### src/rtl/draw_pkg.sv
// Shared screen geometry, pixel bundle and arbiter state encoding
// for the pixel drawing path.
package draw_pkg;

  localparam int SCREEN_W = 160;
  localparam int SCREEN_H = 120;
  localparam int X_W = 8;
  localparam int Y_W = 7;
  localparam int C_W = 3;

  typedef enum logic [1:0] {
    IDLE,
    OWN0,
    OWN1,
    GAP
  } state_t;

  typedef struct packed {
    logic [X_W-1:0] x;
    logic [Y_W-1:0] y;
    logic [C_W-1:0] c;
  } pixel_t;

endpackage

### src/rtl/pixel_out_reg.sv
// Registered pixel stage toward the VGA adapter; clips off-screen
// pixels and counts them in a saturating counter.
module pixel_out_reg
  import draw_pkg::*;
(
  input  logic           clock,
  input  logic           reset_n,
  input  logic           accept,
  input  pixel_t         pix,
  output logic [X_W-1:0] x,
  output logic [Y_W-1:0] y,
  output logic [C_W-1:0] colour,
  output logic           plot,
  output logic [7:0]     drop_count
);

  logic on_screen;
  logic emit;
  logic drop;

  assign on_screen = (pix.x < X_W'(SCREEN_W))
                  && (pix.y < Y_W'(SCREEN_H));
  assign emit = accept && on_screen;
  assign drop = accept && !on_screen;

  always_ff @(posedge clock or negedge reset_n) begin
    if (!reset_n) begin
      x          <= '0;
      y          <= '0;
      colour     <= '0;
      plot       <= 1'b0;
      drop_count <= '0;
    end else begin
      plot <= emit;
      if (emit) begin
        x      <= pix.x;
        y      <= pix.y;
        colour <= pix.c;
      end
      if (drop && drop_count != 8'hFF)
        drop_count <= drop_count + 8'd1;
    end
  end

endmodule

### src/rtl/pixel_arbiter.sv
// Two-client burst arbiter for the VGA pixel port with
// alternating priority on simultaneous requests.
module pixel_arbiter
  import draw_pkg::*;
(
  input  logic           clock,
  input  logic           reset_n,
  input  logic           req0,
  input  logic           req1,
  input  logic           pix_valid0,
  input  logic           pix_valid1,
  input  logic           done0,
  input  logic           done1,
  input  logic [X_W-1:0] x0,
  input  logic [X_W-1:0] x1,
  input  logic [Y_W-1:0] y0,
  input  logic [Y_W-1:0] y1,
  input  logic [C_W-1:0] c0,
  input  logic [C_W-1:0] c1,
  output logic           grant0,
  output logic           grant1,
  output logic [X_W-1:0] x,
  output logic [Y_W-1:0] y,
  output logic [C_W-1:0] colour,
  output logic           plot,
  output logic           busy,
  output logic [7:0]     drop_count
);

  state_t state;
  state_t next;
  logic   last;
  logic   accept;
  pixel_t pix;

  // last=1 means client1 was served most recently
  always_ff @(posedge clock or negedge reset_n) begin
    if (!reset_n) begin
      state <= IDLE;
      last  <= 1'b1;
    end else begin
      state <= next;
      if (state == OWN0 && next == GAP)
        last <= 1'b0;
      if (state == OWN1 && next == GAP)
        last <= 1'b1;
    end
  end

  always_comb begin
    next = state;
    unique case (state)
      IDLE: begin
        if (req0 && req1)
          next = last ? OWN0 : OWN1;
        else if (req0)
          next = OWN0;
        else if (req1)
          next = OWN1;
      end
      OWN0: begin
        if (!req0 || (pix_valid0 && done0))
          next = GAP;
      end
      OWN1: begin
        if (!req1 || (pix_valid1 && done1))
          next = GAP;
      end
      GAP:     next = IDLE;
      default: next = IDLE;
    endcase
  end

  always_comb begin
    grant0 = 1'b0;
    grant1 = 1'b0;
    accept = 1'b0;
    pix    = '0;
    busy   = (state != IDLE);
    unique case (1'b1)
      (state == OWN0): begin
        grant0 = 1'b1;
        accept = req0 && pix_valid0;
        pix    = '{x: x0, y: y0, c: c0};
      end
      (state == OWN1): begin
        grant1 = 1'b1;
        accept = req1 && pix_valid1;
        pix    = '{x: x1, y: y1, c: c1};
      end
      default: ;
    endcase
  end

  pixel_out_reg u_out (
    .clock      (clock),
    .reset_n    (reset_n),
    .accept     (accept),
    .pix        (pix),
    .x          (x),
    .y          (y),
    .colour     (colour),
    .plot       (plot),
    .drop_count (drop_count)
  );

endmodule

### config.mk
export PLATFORM = sky130hd
export DESIGN_NAME = pixel_arbiter
export DESIGN_NICKNAME = d
export VERILOG_FILES = /design/src/rtl/draw_pkg.sv /design/src/rtl/pixel_out_reg.sv /design/src/rtl/pixel_arbiter.sv
export SDC_FILE = /design/constraint.sdc
export NUM_CORES = 1
export LEC_CHECK = 0
export ABC_AREA = 0
export BUFFER_PORTS_ARGS = -buffer_cell sky130_fd_sc_hd__buf_4
export CORE_MARGIN = 2
export CORE_UTILIZATION = 50
export DETAILED_ROUTE_END_ITERATION = 12
export PLACE_DENSITY_LB_ADDON = 0.2
export SLEW_MARGIN = 10
export SYNTH_ARGS = -nofsm -noshare
export SYNTH_HDL_FRONTEND = slang
export SYNTH_SLANG_ARGS = --single-unit
### constraint.sdc
create_clock -name clock -period 4.5 [get_ports clock]
set_input_delay 0.225 -clock clock [delete_from_list [all_inputs] [get_ports clock]]
set_output_delay 0.225 -clock clock [all_outputs]
set_load 0.02 [all_outputs]
==> results.md <==
- The cell sitting at the root of the clock tree is a sky130_fd_sc_hd__clkbuf_4.
- The die width is about 61 um.
- The floorplan step defined a die boundary enclosing 3690 um2.
- Together, buffers and inverters on the worst path number 2.
- The required time at the endpoint of the critical path is 4750 ps.
- In the routed design, unresolved DRC markers number 0.
- The finished layout holds 278 standard cells, fillers aside.
- For the worst setup path, the data arrival time is 3220 ps.
- The most instantiated flip-flop cell in the synthesis netlist is sky130_fd_sc_hd__dfrtp_1.
- The minimum setup slack in the final design is between 1500 and 2000 ps.
- In the global route stage, met1 resource usage came out at 24.8%.
- The row count is 20.
- The count of endpoints failing hold in the final timing report came to 0.
- Across the run, the number of max-cap violations was 0.
- The met3 demand-to-capacity share in global routing is 8.96%.
- Across every metal layer, demand over resource in global routing totals 22.1%.
- The synthesized netlist occupies a cell area of 1610 um2.
- IR analysis of the VDD net gives a maximum drop of about 0.37 mV.
- The die is 60.7 um tall.
- The largest net degree at the start of global routing is 38.
- The synthesized design contains 30 register bits.
- Clock tree synthesis found a total of 30 sinks.
- The final net count is 283.
- The number of buffers added by the clock tree synthesis step is 5.
- Timing would allow up to 0.337 GHz.
- The initial antenna violation count was 0.
- The remaining max-slew budget at the tightest pin is 30.7%.
- The clock skew is 5.38 ps.
- Pin placement for this block handled 74 I/O pins.
- The number of global-route vias before repair came to 1391.
- The yosys synthesis warning count is 0.
- After synthesis, the share of flip-flops with an asynchronous set or reset is 100%.
- The worst hold path passes through 3 cells.
- The first global-routing pass estimated 5930 um of wire.
- Setup repair after global routing left no endpoint under its margin.
- The total of endpoints with negative setup slack in the final report is 0.
- The vias after detailed routing is 1489.
- In this run the worst hold path is classified as input pin to flip-flop.
- The effective utilization at floorplan is 52.7%.
- The average instance in the mapped netlist occupies 10.1 um2.
- The number of nets handed over by synthesis was 209.
- The repair_antennas step left the layout with diodes totalling 0.
- The insertion delay to the later sink of the worst-skew pair is around 330 ps.
- The sequential share of the synthesized area is 46.7%.
- After the first detailed-routing iteration, the DRC count stood at 75.
- The area growth from synthesis to layout is 39.8%.
- The top fanout value on the critical path is 30.
- The static leakage is 0.00108 uW.
- The peak-usage layer in the global routing report is met2.
- The final weighted congestion of routability-driven global placement is just under 0.8.
- The number of flops mapped to enable cells by yosys is 0.
- The final count of pins violating max slew came to 0.
- The routed via count divided by cell count is about 5.4.
- The number of cells produced by synthesis is 159.
- Summed over all nets, the half-perimeter wirelength after detailed placement is 2840 um.
- The wire length per cell is 13.8 um.
- After detailed placement, the design holds a cell count of 268.
- The critical path runs through a total of 8 cells.
- The clock input transition at the sequential cells of the worst setup and hold paths is 100 ps.
- The number of distinct library cell variants in the gate-level netlist after synthesis is 36.
- For this run, the detailed router's first-pass iteration total came to 4.
- The count of filler cells inserted in the layout is around 230.
- Summed over all layers, the global routing overflow is 0.
- The critical path's largest stage delay is 870 ps.
- The ratio of total power to cell area is 639 nW/um2.
- The kind of cell with the highest combined delay along the critical path is adder cells.
- The post-route clock period utilization is between 60% and 70%.
- The maximum root-to-sink buffer count is 2.
- The floorplan step defined a core boundary enclosing around 3100 um2.
- STA classifies the critical path endpoint as a flip-flop.
- The flow ran to the end, and the final reports show no timing, DRC or antenna violations.
- Setup slack on the worst reg-to-reg path comes out at roughly 1500 ps.
- Timing analysis after detailed placement gives a worst setup slack of 1320 ps.
- For this block, the routed nets add up to 3830 um of wire.
- The fraction of layout instances using a drive strength above 1 is 41.0%.
- Adding up every negative setup slack in the final design gives 0 ps.
- The kind of critical path is flip-flop to flip-flop.
- TritonCTS built the clock tree.
- The number of routed nets with antenna violations is 0.
- The post-layout minimum cycle time is 2970 ps.
- The number of cells on the worst reg-to-reg path is 8.
- Global routing consumed, on the met2 layer, 37.5% of the routing resources.
- The master of the slowest instance on the critical path is sky130_fd_sc_hd__ha_1.
- In this run the tool buffered the top-level ports with 73 buffer cells.
- The signal on the critical path passes through inv_1 -> ha_1 -> and3_1 -> o21ai_2 -> a211oi_4 -> buf_8 -> nor2_1 -> a31oi_1.
- STA classifies the critical path startpoint as a flip-flop.
- The maximum level of the CTS H-tree is 2.
- The number of gates resized after CTS was 0.
- At the pin with the least slew margin, the transition time is between 1000 and 1500 ps.
-- logic make-up after synthesis --
group	Yosys count	share of synthesized area, %
simple gates	48	14.7
xor+xnor	6	3.27
mux	2	1.40
compound gates	53	23.8
buf+inv	14	5.44
flops	30	46.7
fa+ha+maj	6	4.67
-- Yosys cell counts (2+ instances only) --
cell type                   n  share of area (%)
sky130_fd_sc_hd__o21ai_2    2                1.1
sky130_fd_sc_hd__inv_1      6                1.4
sky130_fd_sc_hd__nand3_1    5                1.6
sky130_fd_sc_hd__nor3_1     2               0.62
sky130_fd_sc_hd__a21oi_1   17                5.3
sky130_fd_sc_hd__nand2_1   10                2.3
sky130_fd_sc_hd__a31oi_1    2               0.78
sky130_fd_sc_hd__o21ai_0    3               0.93
sky130_fd_sc_hd__a21oi_2    3                1.6
sky130_fd_sc_hd__and3_1     2               0.78
sky130_fd_sc_hd__ha_1       6                4.7
sky130_fd_sc_hd__nand4_1    2               0.78
sky130_fd_sc_hd__clkbuf_1   2               0.47
sky130_fd_sc_hd__dfrtp_1   29                 45
sky130_fd_sc_hd__nor4_2     2                1.6
sky130_fd_sc_hd__a22oi_1   18                8.4
sky130_fd_sc_hd__o211ai_2   2                1.6
sky130_fd_sc_hd__nor2_1    21                4.9
sky130_fd_sc_hd__xor2_1     5                2.7
sky130_fd_sc_hd__buf_6      4                2.8
-- cell usage in the layout, fill, tap and decap left out, drive strengths merged, types with 2 or more instances in the layout --
master   n
a21oi   20
a22oi   18
a31oi    2
and3     2
buf     74
clkbuf   5
clkinv   2
dfrtp   29
ha       6
inv      6
mux2     2
nand2   10
nand3    5
nand4    2
nor2    21
nor3     2
nor4     2
o211ai   2
o21ai    5
xor2     5
-- worst reg2reg max path, stage by stage, from the launching register on --
cell and delay (ps):
sky130_fd_sc_hd__dfrtp_1 420, sky130_fd_sc_hd__inv_1 140, sky130_fd_sc_hd__ha_1 870, sky130_fd_sc_hd__and3_1 310, sky130_fd_sc_hd__o21ai_2 110, sky130_fd_sc_hd__a211oi_4 590, sky130_fd_sc_hd__buf_8 250, sky130_fd_sc_hd__nor2_1 60
sky130_fd_sc_hd__a31oi_1 140
-- layer usage --
| layer | wire, um | vias up |
|---|---|---|
| met5 | 0 | - |
| met4 | 82 | 0 |
| met3 | 278 | 12 |
| met2 | 1980 | 63 |
| met1 | 1490 | 690 |
| li1 | - | 724 |
-- metrics by stage --
| stage | cell area, um2 | util (%) | hold WS (ps) | power (uW) |
|---|---|---|---|---|
| finish | 2250 | 73.7 | 173 | 1440 |
| global route | 2250 | 73.7 | 166 | 1550 |
| detailed placement | 2150 | 70.3 | 173 | 1230 |
| CTS | 2230 | 73.2 | 161 | 1440 |
| floorplan | 1610 | - | -70.6 | 969 |
| global placement | 2150 | 70.3 | 167 | 1200 |
-- layout make-up --
| type | count | area [um2] | share of cell area [%] |
|---|---|---|---|
| clock inverter | 3 | 40.0 | 1.78 |
| clock buffer | 5 | 37.5 | 1.67 |
| inverter | 6 | 22.5 | 1.00 |
| timing repair buffer | 75 | 573 | 25.5 |
| tap | 44 | 55.1 | 2.45 |
| sequential | 30 | 752 | 33.4 |
| multi-input combinational | 115 | 769 | 34.2 |
-- registers in the layout, indices dropped and copies added (netlist names) --
signal	flops
last	1
state	2
u_out.colour	3
u_out.drop_count	8
u_out.plot	1
u_out.x	8
u_out.y	7
-- final timing paths --
check	from	to
hold / removal	y0[4]	u_out.y[4]
hold reg to reg	u_out.drop_count[4]	u_out.drop_count[4]
min in group asynchronous	reset_n	u_out.drop_count[2]
max in group asynchronous	reset_n	last
setup reg to reg	state[1]	u_out.y[5]
setup / recovery	state[1]	u_out.y[5]
-- report_power, final --
part	switching, uW	total (uW)	internal, uW
clock	94.9	210	115
combinational	460	784	323
sequential	63.4	445	381
-- timing repair --
| item | CTS | global route |
|---|---|---|
| buffers inserted | 0 | 0 |
| hold buffers | 1 | 0 |
| endpoints found under the hold margin | 29 | 0 |
No activity file was read; power rests on OpenSTA's default activity.
